`src/rtl/ps2_host_tx.sv`:
```
// PS/2 host-to-device transmitter.
// Sends one command byte to the device with the host-request handshake:
// inhibit the clock, pull data low as the start bit, then shift the data
// bits, odd parity and stop bit out on device clock falling edges. The
// device ACK is sampled on the 11th edge. The PS/2 lines are open-drain,
// so each one is modelled as a raw input level plus a drive-low enable.
// The lines are oversampled in the system clock domain and are never
// used as clocks.
module ps2_host_tx #(
  parameter int INHIBIT_CYCLES = 5000,
  parameter int TIMEOUT_CYCLES = 1000000
) (
  input  logic       clock,
  input  logic       resetn,
  input  logic       send,
  input  logic [7:0] tx_data,
  input  logic       ps2_clk_in,
  input  logic       ps2_data_in,
  output logic       ps2_clk_oe,
  output logic       ps2_data_oe,
  output logic       busy,
  output logic       done,
  output logic       ack_error,
  output logic       timeout
);

  localparam int InhW = $clog2(INHIBIT_CYCLES + 1);
  localparam int ToW  = $clog2(TIMEOUT_CYCLES + 1);

  localparam logic [InhW-1:0] InhLoad = InhW'(INHIBIT_CYCLES);
  localparam logic [InhW-1:0] InhOne  = InhW'(1);
  localparam logic [ToW-1:0]  ToLast  = ToW'(TIMEOUT_CYCLES - 1);
  localparam logic [ToW-1:0]  ToOne   = ToW'(1);

  typedef enum logic [2:0] {
    IDLE,
    INHIBIT,
    REQUEST,
    XMIT,
    RELEASE
  } state_t;

  state_t          state_q;
  logic [InhW-1:0] inhCnt_q;
  logic [ToW-1:0]  toCnt_q;
  logic [3:0]      edgeCnt_q;
  logic [3:0]      edgeCnt_d;
  logic [8:0]      frame_q;
  logic            clkOe_q;
  logic            dataOe_q;
  logic            busy_q;
  logic            done_q;
  logic            ackErr_q;
  logic            tmo_q;

  logic [1:0]      clkSync_q;
  logic [1:0]      dataSync_q;
  logic            clkPrev_q;
  logic            clkSynced;
  logic            dataSynced;
  logic            fallEdge;

  // Two-flop synchronisers for both lines plus a delayed copy of the synced
  // clock for falling-edge detection; idle lines read as 1 after reset.
  always_ff @(posedge clock) begin
    if (!resetn) begin
      clkSync_q  <= 2'b11;
      dataSync_q <= 2'b11;
      clkPrev_q  <= 1'b1;
    end else begin
      clkSync_q  <= {clkSync_q[0], ps2_clk_in};
      dataSync_q <= {dataSync_q[0], ps2_data_in};
      clkPrev_q  <= clkSync_q[1];
    end
  end

  assign clkSynced  = clkSync_q[1];
  assign dataSynced = dataSync_q[1];
  assign fallEdge   = clkPrev_q & ~clkSynced;
  assign edgeCnt_d  = edgeCnt_q + 4'd1;

  // Transfer sequencer: every line enable and status flag is a register so
  // the pins never glitch; enable changes land one clock after the edge
  // strobe, which is far inside the device's half-period.
  always_ff @(posedge clock) begin
    if (!resetn) begin
      state_q   <= IDLE;
      inhCnt_q  <= '0;
      toCnt_q   <= '0;
      edgeCnt_q <= '0;
      frame_q   <= '0;
      clkOe_q   <= 1'b0;
      dataOe_q  <= 1'b0;
      busy_q    <= 1'b0;
      done_q    <= 1'b0;
      ackErr_q  <= 1'b0;
      tmo_q     <= 1'b0;
    end else begin
      done_q <= 1'b0;
      case (state_q)
        IDLE: begin
          clkOe_q  <= 1'b0;
          dataOe_q <= 1'b0;
          if (send && !done_q) begin
            frame_q  <= {~^tx_data, tx_data};
            ackErr_q <= 1'b0;
            tmo_q    <= 1'b0;
            inhCnt_q <= InhLoad;
            busy_q   <= 1'b1;
            clkOe_q  <= 1'b1;
            state_q  <= INHIBIT;
          end
        end

        INHIBIT: begin
          if (inhCnt_q == InhOne) begin
            inhCnt_q <= '0;
            dataOe_q <= 1'b1;
            state_q  <= REQUEST;
          end else begin
            inhCnt_q <= inhCnt_q - InhOne;
          end
        end

        REQUEST: begin
          clkOe_q   <= 1'b0;
          edgeCnt_q <= '0;
          toCnt_q   <= '0;
          state_q   <= XMIT;
        end

        XMIT: begin
          if (fallEdge) begin
            toCnt_q   <= '0;
            edgeCnt_q <= edgeCnt_d;
            if (edgeCnt_d == 4'd11) begin
              ackErr_q <= dataSynced;
              state_q  <= RELEASE;
            end else begin
              dataOe_q <= ~frame_q[0];
              frame_q  <= {1'b1, frame_q[8:1]};
            end
          end else if (toCnt_q == ToLast) begin
            clkOe_q   <= 1'b0;
            dataOe_q  <= 1'b0;
            tmo_q     <= 1'b1;
            ackErr_q  <= 1'b1;
            done_q    <= 1'b1;
            busy_q    <= 1'b0;
            toCnt_q   <= '0;
            edgeCnt_q <= '0;
            state_q   <= IDLE;
          end else begin
            toCnt_q <= toCnt_q + ToOne;
          end
        end

        RELEASE: begin
          if (clkSynced && dataSynced) begin
            done_q    <= 1'b1;
            busy_q    <= 1'b0;
            toCnt_q   <= '0;
            edgeCnt_q <= '0;
            state_q   <= IDLE;
          end else if (toCnt_q == ToLast) begin
            clkOe_q   <= 1'b0;
            dataOe_q  <= 1'b0;
            tmo_q     <= 1'b1;
            ackErr_q  <= 1'b1;
            done_q    <= 1'b1;
            busy_q    <= 1'b0;
            toCnt_q   <= '0;
            edgeCnt_q <= '0;
            state_q   <= IDLE;
          end else begin
            toCnt_q <= toCnt_q + ToOne;
          end
        end

        default: begin
          clkOe_q  <= 1'b0;
          dataOe_q <= 1'b0;
          busy_q   <= 1'b0;
          state_q  <= IDLE;
        end
      endcase
    end
  end

  assign ps2_clk_oe  = clkOe_q;
  assign ps2_data_oe = dataOe_q;
  assign busy        = busy_q;
  assign done        = done_q;
  assign ack_error   = ackErr_q;
  assign timeout     = tmo_q;

endmodule

```
`config.mk`:
```
export PLATFORM = sky130hd
export DESIGN_NAME = ps2_host_tx
export DESIGN_NICKNAME = d
export VERILOG_FILES = /design/src/rtl/ps2_host_tx.sv
export SDC_FILE = /design/constraint.sdc
export NUM_CORES = 1
export LEC_CHECK = 0
export BUFFER_PORTS_ARGS = -buffer_cell sky130_fd_sc_hd__buf_2
export CORE_MARGIN = 2
export CORE_UTILIZATION = 25
export DETAILED_ROUTE_END_ITERATION = 16
export PLACE_DENSITY = 0.41
export SLEW_MARGIN = 0
export SYNTH_ARGS = -nofsm -noshare
export SYNTH_HDL_FRONTEND = slang
export SYNTH_SLANG_ARGS = --single-unit
```
`constraint.sdc`:
```
create_clock -name clock -period 2.4 [get_ports clock]
set_input_delay 0.48 -clock clock [delete_from_list [all_inputs] [get_ports clock]]
set_output_delay 0.48 -clock clock [all_outputs]
set_load 0.01 [all_outputs]
```
# ---- After elaboration in Yosys (flattened, before gate mapping)
# Index checks and enable logic that the tools add are counted.
dict set report word_totals {
  register_bits 60
  input_bits 13
  output_inout_bits 6
  word_cells 108
}
dict set report classes {
  n_addsub 3
  eq_ne 15
  n_mux 52
  bitwise_logic 6
  reduce_logical 18
}
# operator n
set ops {}
lappend ops {{20-bit 2-to-1 mux} 3}
lappend ops {{20-bit case mux with 3 select lines} 1}
lappend ops {{9-bit 2-to-1 mux} 3}
lappend ops {{13-bit 2-to-1 mux} 2}
lappend ops {{13-bit case mux with 2 select lines} 1}
lappend ops {{1-bit 2-to-1 mux} 24}
lappend ops {{20-bit by 1-bit adder with 20-bit output, second input constant} 1}
lappend ops {{20-bit == test, second input constant} 1}
lappend ops {{3-bit 2-to-1 mux} 6}
lappend ops {{9-bit case mux with 2 select lines} 1}
lappend ops {{4-bit AND reduction} 4}
lappend ops {{3-bit case mux with 5 select lines} 1}
lappend ops {{13-bit by 1-bit == test with 1-bit output, second input constant} 1}
lappend ops {{13-bit by 1-bit subtractor with 13-bit output, second input constant} 1}
lappend ops {{4-bit 2-to-1 mux} 3}
lappend ops {{2-bit inequality test, second input constant} 6}
lappend ops {{1-bit case mux with 4 select lines} 3}
lappend ops {{4-bit case mux with 3 select lines} 1}
lappend ops {{3-bit AND reduction} 3}
lappend ops {{8-bit XNOR reduction} 1}
lappend ops {{3-bit by 2-bit == test with 1-bit output, second input constant} 2}
lappend ops {{3-bit inequality test, second input constant} 2}
lappend ops {{1-bit case mux with 3 select lines} 2}
lappend ops {{3-bit nonzero test} 2}
lappend ops {{13 further kinds} 19}

# ---- Depth between registers and ports, before layout
# Gate-level depths: netlist of the first run.
dict set report logic_depth {
  depth_word 5
  mapped_depth 8
  mapped_depth_nobuf 7
}

# ---- Least setup slack after synthesis of the first run
# OpenSTA, ideal clock, no wires.
dict set report synth_timing {
  path_kind {register to register}
  start {register toCnt_q[8]}
  end {register toCnt_q[19]}
  setup_ns 0.120
  arrival_time_ns 1.814
  slack_ns 0.466
  stages_incl_launch_ff 7
  cell_sequence {dfxtp_1 or4b_4 nor4_4 a211oi_4 buf_6 a32oi_2 nand2_1}
}
dict set report synth_via {
  elab_chain_cells 4
  word_cells_on_any_way 6
  cone_classes {1 x add/sub; 1 x eq/ne; 4 x mux}
}
# element line_no
set synth_rtl {}
lappend synth_rtl {{from (decl)} 45} ;# logic [ToW-1:0] toCnt_q;
lappend synth_rtl {{from (signal assigned)} 154} ;# toCnt_q <= toCnt_q + ToOne;
lappend synth_rtl {{from (signal assigned)} 176} ;# toCnt_q <= toCnt_q + ToOne;
lappend synth_rtl {{20-bit by 1-bit adder with 20-bit output / 20-bit == test (equally long branches)} -}
lappend synth_rtl {{20-bit 2-to-1 mux (*)} {143, 165}}
lappend synth_rtl {{20-bit 2-to-1 mux, on equally long branches} {159, 133}}
lappend synth_rtl {{20-bit case mux with 3 select lines (*)} 100} ;# case (state_q)
# Mark *: on every way between the ends. The rest lies on a longest branch, timed or not.
# A chain may end at the register's enable or synchronous reset.

# ---- Worst setup path in the final report of the first run
dict set report layout_timing {
  start {register inhCnt_q[0]}
  end {register inhCnt_q[9]}
}
dict set report layout_via {
  elab_chain_cells 3
  word_cells_on_any_way 4
  cone_classes {1 x add/sub; 1 x eq/ne; 2 x mux}
}
# element line_no
set layout_rtl {}
lappend layout_rtl {{from (decl)} 44} ;# logic [InhW-1:0] inhCnt_q;
lappend layout_rtl {{from (signal assigned)} 108} ;# inhCnt_q <= InhLoad;
lappend layout_rtl {{from (signal assigned)} 121} ;# inhCnt_q <= inhCnt_q - InhOne;
lappend layout_rtl {{13-bit by 1-bit subtractor with 13-bit output / 13-bit by 1-bit == test with 1-bit output (equally long branches)} {121, 116}}
lappend layout_rtl {{13-bit 2-to-1 mux (*)} 116} ;# if (inhCnt_q == InhOne) begin
lappend layout_rtl {{13-bit case mux with 2 select lines (*)} 100}
# Marks and branches as above.

==> impl_metrics.env, run 1 <==
export IMPL_synth_edf_count=0
export IMPL_synthMuxAreaShare_pct=0.945
export IMPL_ys_types=61
export IMPL_ys_top_cells_by_area="dfxtp_1, nand2_1, nor2_1"
export IMPL_final_util_pct=31.3
export IMPL_synth_seq_area_share_pct=37.8
export IMPL_period_share_pct=89.2
export IMPL_crit_path_end_kind="flop"
export IMPL_grt_pass1_wl_um=14400
export IMPL_dr_first_iter_drc_count=196
export IMPL_critPathSlowestCell="nor4b_1"
export IMPL_avgSynthCellArea_um2=8.09
export IMPL_powerDensity_nw_per_um2=766
export IMPL_synth_ff_type="dfxtp_1"
export IMPL_ctsLongestPathBuffers=2
export IMPL_fin_setup_tns_ns=0
export IMPL_p_leak_nw=1.45
export IMPL_critPathKind="reg2reg"
export IMPL_grt_pass1_vias=2833
export IMPL_peakVddDrop_uv=339
export IMPL_status="completed"
export IMPL_vias=2954
export IMPL_syn_to_final_growth_pct=23.1
export IMPL_n_antenna_cell=0
export IMPL_hold_slack_ns=0.321
export IMPL_rows=41
export IMPL_insertion_delay_ns=0.34
export IMPL_worstMarginPinSlew_ns=0.601
export IMPL_layout_nets=445
export IMPL_cts_hold_buf=0
export IMPL_cts_root_buf="clkbuf_16"
export IMPL_synthCells=393
export IMPL_worstPathRequired_ns=2.63
export IMPL_syn_nets=411
export IMPL_grt_max_degree=29
export IMPL_ant_nets=0
export IMPL_crit_fanout=14
export IMPL_cp_arrival_ns=2.37
export IMPL_first_pass_iters=4
export IMPL_track_usage_pct=13.7
export IMPL_clock_skew_ns=0.00456
export IMPL_yosys_area_share_simple_pct=29.0
export IMPL_ys_warnings_count=0
export IMPL_wl_um=8640
export IMPL_ys_top_cells_by_count="dfxtp_1, nand2_1, nor2_1"
export IMPL_wire_per_inst_um=14.3
export IMPL_clkTransAtPathRegs_ns=0.05
export IMPL_cap_viol_max_count=0
export IMPL_cts_sinks=60
export IMPL_die_area_um2=13600
export IMPL_synth_most_common_cell="dfxtp_1"
export IMPL_cts_inserted_buffers=9
export IMPL_io_buffers=18
export IMPL_async_flop_share_pct=0
export IMPL_final_min_clock_period_ns=2.14
export IMPL_syn_area_um2=3180
export IMPL_ios=19
export IMPL_dp_hpwl_um=6050
export IMPL_overflow=0
export IMPL_p_total_w=0.00300
export IMPL_via_per_inst=4.89
export IMPL_synthXorXnorAreaFrac_pct=2.48
export IMPL_relSlewSlack_pct=59.4
export IMPL_multi_input_comb_area_um2=1850
export IMPL_remaining_drc_errors=0
export IMPL_synth_top_area_cell="dfxtp_1"
export IMPL_die_height_um=117
export IMPL_grt_setup_unrepaired="no"
export IMPL_slew_violations=0
export IMPL_crit_chain="ha_1 > nor4b_1 > a41o_2 > or2_1 > nor2_1 > o31a_1"
export IMPL_drive_gt1_share_pct=16.4
export IMPL_synth_top_family_by_area="simple AND/OR/NAND/NOR gates"
export IMPL_hold_viol_final=0
export IMPL_start_util_pct=25.4
export IMPL_die_w_um=117
export IMPL_core_um2=12500
export IMPL_register_area_um2=1200
export IMPL_cts_tree="built"
export IMPL_synthAdderAreaFrac_pct=1.97
export IMPL_startpoint_type="flop"
export IMPL_n_fill_cell=1372
export IMPL_ys_seq_elements=60
export IMPL_max_freq_mhz=467
export IMPL_synth_compound_area_share_pct=23.7
export IMPL_synth_top_area_share_pct=37.8
export IMPL_critPathMaxStageDelay_ns=0.50
export IMPL_grt_antenna_before_repair=0
export IMPL_hold_path_class="in2reg"
export IMPL_htree_num_levels=3
export IMPL_routabilityCongestion=0.801
export IMPL_setup_viol=0
==> critical path: cells and delay by family (launching register included) <==
family | cells | cell delay (ns)
AOI/OAI and AO/OA | 2 | 0.70
adders and majority gates | 1 | 0.17
DFF | 1 | 0.41
and+or+nand+nor | 3 | 0.75
==> report_power, final <==
group	leakage, nW	switching, W	internal, W
combinational	0.803	0.000282	0.000202
clock	0.158	0.000478	0.000915
sequential	0.490	0.0000569	0.00106
==> layout by cell type, fill, tap and decap left out, types with 9 or more instances in the layout <==
cell type	instances
nor2_1	39
dfxtp_1	60
nand3_1	15
o21ai_0	12
buf_2	18
a311oi_1	12
inv_1	12
a21oi_1	28
clkbuf_16	9
buf_4	23
nand2_1	48
a31oi_1	17
nor3_1	12
==> flip-flops by register name, indices dropped and copies added, names as in the netlist <==
signal	count
toCnt_q	20
inhCnt_q	13
frame_q	9
edgeCnt_q	4
state_q	3
clkSync_q	2
dataSync_q	2
ack_error	1
busy	1
clkPrev_q	1
done	1
ps2_clk_oe	1
ps2_data_oe	1
timeout	1
==> per-layer routing <==
metal	GRT usage, %	vias up	wire length, um
li1	-	1514	-
met5	0	-	0
met2	21.3	43	3810
met3	3.24	15	258
met4	6.75	0	222
met1	17.9	1382	4350
==> final timing paths <==
kind,slack (ns),from,cells after the start,endpoint
setup / recovery,0.26,inhCnt_q[0],6,inhCnt_q[9]
hold / removal,0.32,ps2_clk_in,2,clkSync_q[0]
setup reg to reg,0.26,inhCnt_q[0],6,inhCnt_q[9]
hold reg to reg,0.41,clkSync_q[0],1,clkSync_q[1]
==> metrics by stage <==
step,cell area [um2],setup WS [ns],instances
2_1_floorplan,3180,0.466,393
3_3_place_gp,3590,0.219,588
3_5_place_dp,3590,0.195,588
4_1_cts,3910,0.142,604
5_1_grt,3910,0.0433,604
6_report,3910,0.259,604
==> cell families after synthesis <==
group                    after synthesis
multiplexers                           3
AND/OR/NAND/NOR                      174
buffers and inverters                 31
adder cells (fa/ha/maj)                5
flip-flops                            60
AO/OA/AOI/OAI                        111
XOR/XNOR                               9
==> what timing repair did <==
item                                    4_1_cts  5_1_grt
setup buffers                                 0        0
endpoints found under the setup margin        0        5
resized for setup                             0        1
==> area by class of cell <==
class	instances	share of cell area, %
multi-input combinational	302	47.2
sequential	60	30.7
timing repair buffer	42	7.23
clock buffer	13	7.16
tap	172	5.50
inverter	12	1.15
clock inverter	3	1.09
Note: power is estimated with default switching activity, not from simulation.
==> run 2, diff against run 1 <==
Settings changed: PLACE_DENSITY 0.41 to not set.
==> run 2 against run 1 <==
  * Die area is the same
  * Clock skew grew 0.0036 ns
  * Final cell count shrank 0.66%
  * Critical path depth is the same
  * Sequential power is essentially flat
  * Non-clock buffer count shrank 4
  * Hold slack gained 0.021 ns
  * First-iteration DRC count grew 13%
  * Wire length shrank 8.4%
  * Via count grew 1.2%
  * Total power shrank 7.9%
  * Register-to-register slack lost 0.03 ns
  * Largest cell class unchanged
==> impl_metrics.env, run 2 (same netlist as run 1, synthesis figures left out) <==
export IMPL_instances_no_fill=600
export IMPL_max_freq_mhz=460
export IMPL_cts_setup_buffers=0
export IMPL_final_cell_mix="dfxtp_1, nand2_1, nor2_1"
export IMPL_worstMarginPinSlew_ns=0.568
export IMPL_powerDensity_nw_per_um2=721
export IMPL_ctsLongestPathBuffers=2
export IMPL_register_area_um2=1200
export IMPL_layout_nets=441
export IMPL_use_met3_pct=3.76
export IMPL_relSlewSlack_pct=61.6
export IMPL_crit_path_end_kind="flop"
export IMPL_syn_to_final_growth_pct=20.4
export IMPL_slew_violations=0
export IMPL_crit_fanout=11
export IMPL_clock_skew_ns=0.00814
export IMPL_cts_tree="built"
export IMPL_remaining_drc_errors=0
export IMPL_die_w_um=117
export IMPL_cts_root_buf="clkbuf_16"
export IMPL_post_cts_resized=0
export IMPL_p_leak_nw=1.41
export IMPL_track_usage_pct=12.4
export IMPL_status="completed"
export IMPL_insertion_delay_ns=0.33
export IMPL_wire_per_inst_um=13.2
export IMPL_grt_setup_unrepaired="no"
export IMPL_htree_num_levels=3
export IMPL_cts_hold_buf=0
export IMPL_hold_viol_final=0
export IMPL_cap_viol_max_count=0
export IMPL_use_met1_pct=16.1
export IMPL_startpoint_type="flop"
export IMPL_grt_antenna_before_repair=0
export IMPL_start_util_pct=25.4
export IMPL_min_from="ps2_data_in"
export IMPL_drive_gt1_share_pct=15.2
export IMPL_largest_register_ffs=20
export IMPL_grt_max_degree=29
export IMPL_cts_inserted_buffers=9
export IMPL_wl_um=7910
export IMPL_die_height_um=117
export IMPL_r2r_start="inhCnt_q[0]"
export IMPL_overflow=0
export IMPL_peakVddDrop_uv=370
export IMPL_top_usage_layer="met2"
export IMPL_routabilityCongestion=0.827
export IMPL_via_per_inst=4.98
export IMPL_cts_sinks=60
export IMPL_fin_setup_tns_ns=0
export IMPL_final_common_cell="dfxtp_1"
export IMPL_ios=19
export IMPL_setup_viol=0
export IMPL_dp_hpwl_um=5460
export IMPL_vias=2989
export IMPL_hold_path_class="in2reg"
export IMPL_startpoint="inhCnt_q[0]"
export IMPL_met2_usage_pct=19.3
export IMPL_grt_pass1_vias=2811
export IMPL_cp_arrival_ns=2.40
export IMPL_n_fill_cell=1341
export IMPL_dr_first_iter_drc_count=221
export IMPL_p_total_w=0.00276
export IMPL_multi_input_comb_area_um2=1840
export IMPL_first_pass_iters=5
export IMPL_final_min_clock_period_ns=2.17
export IMPL_worstPathRequired_ns=2.62
export IMPL_period_share_pct=90.6
export IMPL_core_um2=12500
export IMPL_top_register="toCnt_q"
export IMPL_n_antenna_cell=0
export IMPL_ant_nets=0
export IMPL_die_area_um2=13600
export IMPL_clkTransAtPathRegs_ns=0.05
export IMPL_rows=41
export IMPL_io_buffers=18
export IMPL_reg_top3="toCnt_q x20, inhCnt_q x13, frame_q x9"
export IMPL_dp_cells=584
export IMPL_grt_pass1_wl_um=13400
export IMPL_critPathKind="reg2reg"
-- run 2: cell count changes in the layout (fill, tap and decap cells not counted) --
cell       change
buf_4          -4
clkbuf_8       -3
clkinv_2       +3
a41o_1         +1
a41o_2         -1
bufinv_16      -1
clkbuf_1       +1
-- run 2: final timing paths --
| kind | cells after the start | end | slack (ns) |
|---|---|---|---|
| worst max-delay path | 6 | inhCnt_q[9] | 0.23 |
| worst min-delay path | 2 | dataSync_q[0] | 0.34 |
| worst max register to register | 6 | inhCnt_q[9] | 0.23 |
| worst min register to register | 1 | dataSync_q[1] | 0.40 |
-- run 2: final cells by class --
cell class | count | area share [%]
clock buffer | 11 | 6.34
sequential | 60 | 31.4
multi-input combinational | 302 | 48.2
tap | 172 | 5.62
timing repair buffer | 38 | 6.60
inverter | 12 | 1.18
clock inverter | 5 | 0.719
-- run 2: report_power, final --
group	switching (W)	leakage, nW	internal [W]	total, W
logic	0.000272	0.784	0.000196	0.000469
clock network	0.000449	0.135	0.000718	0.00117
registers	0.0000600	0.490	0.00106	0.00112
total	0.000782	1.41	0.00198	0.00276
-- run 2: layer usage --
layer	share of wire [%]	wire [um]
met1	48	3810
met4	1.7	133
met5	0	0
met3	4.0	315
met2	46	3660
-- run 2: per-stage QoR --
stage	cell area [um2]	setup WS (ns)	hold slack (ns)	utilization, %
detailed placement	3560	0.292	0.396	28.4
floorplan	3180	0.466	0.386	-
CTS	3830	0.270	0.340	30.6
global route	3830	0.0486	0.355	30.6
finish	3830	0.226	0.342	30.6
global placement	3560	0.303	0.396	28.4
-- run 2: critical path, stage by stage (launching register included) --
cell and delay (ns):
dfxtp_1 0.41, ha_1 0.17, nor4b_1 0.48, a41o_1 0.46, or2_1 0.22, nor2_1 0.06
o31a_1 0.26
